File: config.mk
export PLATFORM = sky130hd
export DESIGN_NAME = plugboard_swap_unit
export DESIGN_NICKNAME = d
export VERILOG_FILES = /design/src/rtl/enigma_pkg.sv /design/src/rtl/plugboard_swap_unit_letter_encode.sv /design/src/rtl/plugboard_swap_unit.sv
export SDC_FILE = /design/constraint.sdc
export NUM_CORES = 1
export LEC_CHECK = 0
export ABC_CLOCK_PERIOD_IN_PS = 3200
export BUFFER_PORTS_ARGS = -buffer_cell sky130_fd_sc_hd__buf_2
export CAP_MARGIN = 20
export CORE_UTILIZATION = 56
export DETAILED_ROUTE_END_ITERATION = 16
export PLACE_DENSITY = 0.82
export SETUP_SLACK_MARGIN = 0.5
export SYNTH_ARGS = -nofsm -noshare
export SYNTH_HDL_FRONTEND = slang
export SYNTH_SLANG_ARGS = --single-unit
File: constraint.sdc
create_clock -name CLOCK_50 -period 3.2 [get_ports CLOCK_50]
set_input_delay 0.16 -clock CLOCK_50 [delete_from_list [all_inputs] [get_ports CLOCK_50]]
set_output_delay 0.16 -clock CLOCK_50 [all_outputs]
set_load 0.01 [all_outputs]
File: src/rtl/enigma_pkg.sv
// enigma_pkg: shared types and constants for the plugboard programming path.
//   NUM_LETTERS    alphabet size (26)
//   letter_idx_t   5-bit letter index (A=0 .. Z=25)
//   letter_oh_t    26-bit one-hot letter (bit0=A .. bit25=Z)
//   ERR_*          rejection reason codes reported on err_code
//   plug_state_t   plugboard programming FSM states
// Optional feature macro: PLUG_UNPLUG_EN adds the UNPLUG state.
package enigma_pkg;

    localparam int unsigned NUM_LETTERS = 26;

    typedef logic [4:0]             letter_idx_t;
    typedef logic [NUM_LETTERS-1:0] letter_oh_t;

    localparam logic [1:0] ERR_BAD_LETTER = 2'd0;
    localparam logic [1:0] ERR_IN_USE     = 2'd1;
    localparam logic [1:0] ERR_SELF       = 2'd2;
    localparam logic [1:0] ERR_FULL       = 2'd3;

`ifdef PLUG_UNPLUG_EN
    typedef enum logic [1:0] {WAIT_A, WAIT_B, COMMIT, UNPLUG} plug_state_t;
`else
    typedef enum logic [1:0] {WAIT_A, WAIT_B, COMMIT} plug_state_t;
`endif

    function automatic letter_oh_t idx_to_oh(input letter_idx_t idx);
        return letter_oh_t'(1) << idx;
    endfunction

endpackage

File: src/rtl/plugboard_swap_unit_letter_encode.sv
// letter_encode: combinational one-hot to index encoder.
//   oh         in  26  one-hot letter
//   idx        out 5   index of the set bit (meaningless unless is_onehot)
//   is_onehot  out 1   exactly one bit of oh is set
module letter_encode
    import enigma_pkg::*;
(
    input  logic [NUM_LETTERS-1:0] oh,
    output logic [4:0]             idx,
    output logic                   is_onehot
);

    always_comb begin
        idx = '0;
        for (int unsigned i = 0; i < NUM_LETTERS; i++) begin
            if (oh[i]) idx = idx | letter_idx_t'(i);
        end
        is_onehot = (oh != '0) && ((oh & (oh - 1'b1)) == '0);
    end

endmodule

File: src/rtl/plugboard_swap_unit.sv
// plugboard_swap_unit: pairs programming strobes into plugboard swaps, keeps
// the symmetric 26-letter map and serves registered forward/return lookups.
//   CLOCK_50                    system clock, rising edge
//   reset                       asynchronous active-low reset
//   clear                       synchronous wipe of all pairs
//   prog_valid/prog_letter      one-hot letter strobe, prog_ready handshake
//   fwd_valid/fwd_in            forward lookup -> fwd_out/fwd_out_valid
//   rev_valid/rev_in            return lookup  -> rev_out/rev_out_valid
//   pair_count                  committed pairs
//   half_pending                first letter of a pair is held
//   err/err_code                rejected-strobe pulse and reason
// Optional feature macro: PLUG_UNPLUG_EN (strobing a plugged letter in
// WAIT_A removes its pair instead of reporting IN_USE).
module plugboard_swap_unit
    import enigma_pkg::*;
#(
    parameter int MAX_PAIRS = 10,
    parameter int PCW       = 4
) (
    input  logic                   CLOCK_50,
    input  logic                   reset,
    input  logic                   clear,
    input  logic                   prog_valid,
    input  logic [NUM_LETTERS-1:0] prog_letter,
    output logic                   prog_ready,
    input  logic                   fwd_valid,
    input  logic [NUM_LETTERS-1:0] fwd_in,
    output logic [NUM_LETTERS-1:0] fwd_out,
    output logic                   fwd_out_valid,
    input  logic                   rev_valid,
    input  logic [NUM_LETTERS-1:0] rev_in,
    output logic [NUM_LETTERS-1:0] rev_out,
    output logic                   rev_out_valid,
    output logic [PCW-1:0]         pair_count,
    output logic                   half_pending,
    output logic                   err,
    output logic [1:0]             err_code
);

    plug_state_t            state;
    letter_idx_t            map [NUM_LETTERS];
    logic [NUM_LETTERS-1:0] mask;
    letter_idx_t            a_idx;
    letter_idx_t            b_idx;

    letter_idx_t prog_idx, fwd_idx, rev_idx;
    logic        prog_oh, fwd_oh, rev_oh;
    logic        accept;

    letter_encode u_enc_prog (.oh(prog_letter), .idx(prog_idx), .is_onehot(prog_oh));
    letter_encode u_enc_fwd  (.oh(fwd_in),      .idx(fwd_idx),  .is_onehot(fwd_oh));
    letter_encode u_enc_rev  (.oh(rev_in),      .idx(rev_idx),  .is_onehot(rev_oh));

    assign accept = prog_valid && prog_ready;

    // prog_ready and half_pending are registered alongside every state
    // transition so they read 0 while reset is asserted and track the
    // state from the first clock afterwards.
    always_ff @(posedge CLOCK_50 or negedge reset) begin
        if (!reset) begin
            state         <= WAIT_A;
            mask          <= '0;
            a_idx         <= '0;
            b_idx         <= '0;
            pair_count    <= '0;
            prog_ready    <= 1'b0;
            half_pending  <= 1'b0;
            err           <= 1'b0;
            err_code      <= '0;
            fwd_out       <= '0;
            fwd_out_valid <= 1'b0;
            rev_out       <= '0;
            rev_out_valid <= 1'b0;
            for (int unsigned i = 0; i < NUM_LETTERS; i++) map[i] <= letter_idx_t'(i);
        end else begin
            err        <= 1'b0;
            prog_ready <= 1'b1;

            // Lookups read the map as it stands before this edge's update.
            fwd_out_valid <= fwd_valid;
            rev_out_valid <= rev_valid;
            if (fwd_valid) fwd_out <= fwd_oh ? idx_to_oh(map[fwd_idx]) : fwd_in;
            if (rev_valid) rev_out <= rev_oh ? idx_to_oh(map[rev_idx]) : rev_in;

            if (clear) begin
                state        <= WAIT_A;
                half_pending <= 1'b0;
                mask         <= '0;
                pair_count   <= '0;
                for (int unsigned i = 0; i < NUM_LETTERS; i++) map[i] <= letter_idx_t'(i);
            end else begin
                case (state)
                    WAIT_A: begin
                        if (accept) begin
                            if (!prog_oh) begin
                                err      <= 1'b1;
                                err_code <= ERR_BAD_LETTER;
                            end else if (mask[prog_idx]) begin
`ifdef PLUG_UNPLUG_EN
                                a_idx      <= prog_idx;
                                err_code   <= '0;
                                state      <= UNPLUG;
                                prog_ready <= 1'b0;
`else
                                err      <= 1'b1;
                                err_code <= ERR_IN_USE;
`endif
                            end else if (pair_count == PCW'(MAX_PAIRS)) begin
                                err      <= 1'b1;
                                err_code <= ERR_FULL;
                            end else begin
                                a_idx        <= prog_idx;
                                err_code     <= '0;
                                state        <= WAIT_B;
                                half_pending <= 1'b1;
                            end
                        end
                    end
                    WAIT_B: begin
                        if (accept) begin
                            half_pending <= 1'b0;
                            state        <= WAIT_A;
                            if (!prog_oh) begin
                                err      <= 1'b1;
                                err_code <= ERR_BAD_LETTER;
                            end else if (mask[prog_idx]) begin
                                err      <= 1'b1;
                                err_code <= ERR_IN_USE;
                            end else if (prog_idx == a_idx) begin
                                err      <= 1'b1;
                                err_code <= ERR_SELF;
                            end else begin
                                b_idx      <= prog_idx;
                                err_code   <= '0;
                                state      <= COMMIT;
                                prog_ready <= 1'b0;
                            end
                        end
                    end
                    COMMIT: begin
                        map[a_idx]  <= b_idx;
                        map[b_idx]  <= a_idx;
                        mask[a_idx] <= 1'b1;
                        mask[b_idx] <= 1'b1;
                        pair_count  <= pair_count + 1'b1;
                        state       <= WAIT_A;
                    end
`ifdef PLUG_UNPLUG_EN
                    UNPLUG: begin
                        map[a_idx]        <= a_idx;
                        map[map[a_idx]]   <= map[a_idx];
                        mask[a_idx]       <= 1'b0;
                        mask[map[a_idx]]  <= 1'b0;
                        pair_count        <= pair_count - 1'b1;
                        state             <= WAIT_A;
                    end
`endif
                    default: state <= WAIT_A;
                endcase
            end
        end
    end

endmodule

# After elaboration in Yosys (flattened, before gate mapping)
# Cells that the tools add are included.
# Widths: inputs -> output; s select.
# op_classes
addsub,4
magnitude_cmp,11
n_eq_ne,12
shift,2
n_mux,290
bitwise,10
n_reduce_logical,26
# op_table
cell,count
$mux 130,3
$mux 5,76
$bwmux 130,2
$mux 2,81
$mux 26,5
$mux 4,27
$and 26x26->26,3
$logic_not 26->1,3
$reduce_bool 26->1,3
$sub 26x1->26 const B,3
$mux 1,73
$or 26x26->26,2
$shl 1x5->26 const A,2
$bmux 5 s5,2
$demux 5 s5,2
$mux 3,12
$ge 6x6->1 const B,4
$not 5->6,4
$lt 5x6->1 const B,3
$reduce_and 6->1,3
$ne 3x3->1 const B,5
$lt 6x1->1 const B,2
$demux 1 s5,2
$ge 5x1->1 const B,2
16 further kinds,31
# word_totals
register_bits,231
in_bits,84
out_inout_bits,63
word_cells,394

# Longest topological paths before layout
# logic_depth
word_depth,47
ltp_mapped,13
depth_no_buf,9

# Cells and area by module
# A second synthesis with hierarchy kept.
# unflattened
cells_unflattened,1719
hier_area_um2,15399.8
# modules_own_cells
mod,n_inst,cells_each,area_per_inst_um2,seq_area_each_um2
plugboard_swap_unit,1,1533,14146.1,5851.9
letter_encode,3,62,417.9,0.0

# Worst setup path after synthesis
# No wires, ideal clock.
# synth_timing
path_kind,input port to flip-flop
from,input fwd_in[3]
to,register fwd_out[11]
t_arrival_ns,2.867
t_required_ns,3.108
setup_slack_ns,0.241
cell_stages,12
path_cell_list,nor4_1 > nand3_1 > buf_2 > buf_2 > mux2i_1 > mux4_2 > o22ai_1 > nand2_1 > and3_4 > buf_6 > or3_4 > o31ai_2
# synth_between
elab_chain_cells,29
# synth_rtl
item,line_no,text
start: declaration,plugboard_swap_unit.sv:27,"input logic [NUM_LETTERS-1:0] fwd_in,"
$mux 2,plugboard_swap_unit_letter_encode.sv:16,if (oh[i]) idx = idx | letter_idx_t'(i);
$mux 3 (4 in series),plugboard_swap_unit_letter_encode.sv:16,
$mux 4 (8 in series),plugboard_swap_unit_letter_encode.sv:16,
$mux 5 (10 in series),plugboard_swap_unit_letter_encode.sv:16,
$not 5->6 (not written as such),plugboard_swap_unit.sv:82,if (fwd_valid) fwd_out <= fwd_oh ? idx_to_oh(map[fwd_idx]) : fwd_in;
$bmux 5 s5,plugboard_swap_unit.sv:82,
$mux 5 (not written as such) (2 in series),plugboard_swap_unit.sv:82,
$shl 1x5->26,enigma_pkg.sv:27,return letter_oh_t'(1) << idx;
$mux 26 (*),plugboard_swap_unit.sv:82,
end signal: assignment,plugboard_swap_unit.sv:82,
end: declaration,plugboard_swap_unit.sv:28,"output logic [NUM_LETTERS-1:0] fwd_out,"
# Mark *: on every way between the ends. The rest lies on a longest branch, timed or not. The select of a mux whose other input is x is not followed.
# A chain may end at the register's enable or synchronous reset.

# Worst setup path in the final report
# layout_timing
from,input prog_letter[15]
to,register a_idx[4]
# layout_between
elab_chain_cells,15
# layout_rtl
item,line_no,text
start: declaration,plugboard_swap_unit.sv:24,"input logic [NUM_LETTERS-1:0] prog_letter,"
$mux 4,plugboard_swap_unit_letter_encode.sv:16,
$mux 5 (10 in series),plugboard_swap_unit_letter_encode.sv:16,
$bmux 1 s5,plugboard_swap_unit.sv:98,end else if (mask[prog_idx]) begin
$mux 1 (not written as such),plugboard_swap_unit.sv:98,
$ne 2x2->1 (no source line),--,
$reduce_and 6->1 (no source line) (*),--,
end signal: assignment,plugboard_swap_unit.sv:112,a_idx <= prog_idx;
end: declaration,plugboard_swap_unit.sv:43,letter_idx_t a_idx;
# Marks and branches as above.

==> flow_summary.ini <==
[synth]
synth_top_cell_area_share_pct = 27.95
synth_area_leader_cell = dfrtp_1
synth-async-reset-ratio_pct = 100.0
yosys-top-cells-area = dfrtp_1 (28%), dfstp_2 (9.6%), nand2_1 (6.5%), mux2i_1 (6.0%), a21oi_1 (5.1%)
synth.distinct_cells = 96
syn_inst = 1902
syn_nets = 1988
synth_seq_cells = 231
synth_edf_count = 0
ys_warn_count = 0
avgSynthCellArea_sq_um = 8.190
synthFlopType = dfrtp_1
synth_area_sq_um = 15580
seq_area_frac_synth_pct = 37.57

[placement]
hpwl_microns = 45040
post-place-ws_ps = -139.9
gp_congestion = 0.9916
portBuffers = 146

[floorplan]
die_x_microns = 168.8
coreArea_sq_um = 27100
die_h_microns = 168.8
start_util_pct = 57.48
rows = 60
ioPinCount = 147
die_area_sq_um = 28490

[cts]
clkSlewWorstSetupHoldPaths_ps = 60
h-tree-depth = 1
cts_num_sinks = 231
clockRootBuffer = clkbuf_16
cts_buffers = 25
cts_buffer_depth = 3
cts_tree = built
insertion_delay_ps = 560

[timing]
clock_skew_ps = 13.29
rsz0062_at_grt = true
fin_crit_sh_pct = 82.64
setup_ws_ps = 555.4
hold_violations = 0
worst_slew_pin_slew_ps = 843.1
tns_ps = 0
hold-worst-slack_ps = 31.53
setup_violations = 0
drv_slew = 0
max_clock_freq_mhz = 378.1
period_minus_slack_ps = 2645
maxSlewHeadroom_pct = 42.34

[cells_and_area]
final_cell_mix = nand2_1 (270), dfrtp_1 (174), a21oi_1 (159)
seqCellArea_sq_um = 5852
final_common_cell = nand2_1
syn2layout_area_growth_pct = 21.25
multi_input_area_sq_um = 9259
nets = 2208
diodes = 0
drive_gt1_share_pct = 22.80
fillCellCount = 2169

[critical_path]
end_kind = flip-flop
path_class = in -> reg
crit_path_start_kind = primary input
worstPathArrival_ps = 3080
worstPathRequired_ps = 3640
crit_fanout = 9

[run]
cap_viol_max_count = 0

[global_routing]
grtUsageTotal_pct = 42.79
grt_max_degree = 98
grt-ovfl-total = 0
grt_pass1_vias = 16320
grt_pass1_wl_microns = 94540
antenna_found_initial = 0

[drt]
drc = 0
vias_per_cell = 6.830
drt_wl_total_microns = 61390
ant_nets = 0
drt-initial-drc-count = 2561
drt_pass1_iterations = 6
num_vias = 17160
routedWlPerCell_microns = 24.44

[power]
power_density_nw_per_um2 = 348.9
ir_worst_vdd_mv = 0.4557
power_leakage_nw = 8.229

[run_status]
status = completed

[min_path]
min_path_type = in -> reg
==> layer usage <==
metal / part of all wire [%] / track usage, %
met5: 0 / 0
met2: 45 / 68.86
met3: 11 / 7.646
met4: 5.8 / 21.11
met1: 38 / 55.72
==> registers in the layout, summed over array words and instances (netlist names), 2 cells and up <==
register,count
fwd_out,26
err_code,2
a_idx,5
pair_count,4
map,130
rev_out,26
mask,26
b_idx,5
state,2
==> final timing paths <==
| kind | slack [ps] | start | depth (start not counted) | endpoint |
|---|---|---|---|---|
| setup / recovery | 560 | prog_letter[15] | 11 | a_idx[4] |
| hold / removal | 30 | rev_in[15] | 4 | rev_out[15] |
| setup reg to reg | 590 | b_idx[1] | 6 | map[19] |
| hold reg to reg | 480 | map[16] | 2 | map[16] |
| max in group asynchronous | 2060 | reset | 3 | map[39] |
| min in group asynchronous | 130 | reset | 2 | rev_out[25] |
==> final cells by class <==
cell class,count,share of cell area [%]
multi-input combinational,1472,49.02
sequential,231,30.98
timing repair buffer,323,12.10
clock buffer,39,3.802
tap,372,2.464
inverter,69,1.371
clock inverter,6,0.2650
==> cell families (layout without fill, tap and decap cells) <==
kind of cell,Yosys count,in the layout,synth area share (%)
simple gates,700,700,22.43
compound gates,637,637,25.97
flops,231,231,37.57
buf+inv,199,437,5.012
mux,122,122,8.217
xor+xnor,8,8,0.4498
fa+ha+maj,5,5,0.3534
==> repair_timing <==
item                                    4_1_cts  5_1_grt
gates resized for setup                       2       24
pin swaps                                     0        2
endpoints found under the setup margin       22       55
setup buffers                                 0        1
hold buffers                                 26        0
hold endpoints to repair                     93        0
==> critical path, cell delays in order <==
cell and delay, ps:
buf_2 120, or4_4 550, nor2_1 190, nand3_4 210, mux2i_2 330, mux2i_1 160, mux2_2 340, o311ai_4 260
buf_4 200, nand3_2 180, mux2_1 370
==> stage by stage <==
| step | utilization, % | cell area, sq um | cells | total power [mW] |
|---|---|---|---|---|
| 6_report | 69.70 | 18890 | 2512 | 6.590 |
| 2_1_floorplan | - | 15800 | 1902 | 3.437 |
| 5_1_grt | 69.70 | 18890 | 2512 | 6.759 |
| 3_3_place_gp | 65.42 | 17730 | 2440 | 3.784 |
| 3_5_place_dp | 65.42 | 17730 | 2440 | 3.801 |
| 4_1_cts | 69.25 | 18770 | 2511 | 6.571 |
==> synth_stat cells, types with 6 or more instances <==
library cell  instances
mux2_1                8
clkbuf_1            103
nor4_2                6
or4_1                11
nand2b_1             12
and3_1               31
nand2_1             271
dfstp_2              57
and4_1                7
nand3_1              50
a221o_1               9
o221ai_1              6
a31oi_1              29
a211oi_1             29
nor2_1              134
o211ai_1             22
a221oi_1              6
buf_2                15
or2_1                 7
or2_2                 8
buf_1                10
a21o_1                8
a22oi_1              48
inv_1                66
o22ai_1              38
o21ai_0             142
a2111oi_0            13
mux2i_1              93
dfrtp_1             174
or3_1                19
nor4_1               23
o21ai_1              35
o31ai_1              21
nor3_1               47
nand4_1              16
mux2_2               19
nand3b_1              8
nor3b_1               9
a32oi_1               9
o2111ai_1             6
a21oi_1             159
==> power breakdown <==
group / leakage (nW) / switching [mW] / internal [mW]
logic: 4.94 / 0.436 / 0.266
clock network: 0.370 / 1.24 / 1.55
registers: 2.91 / 0.0725 / 3.03
total: 8.23 / 1.74 / 4.85
Power figures use the tool's default switching activity.
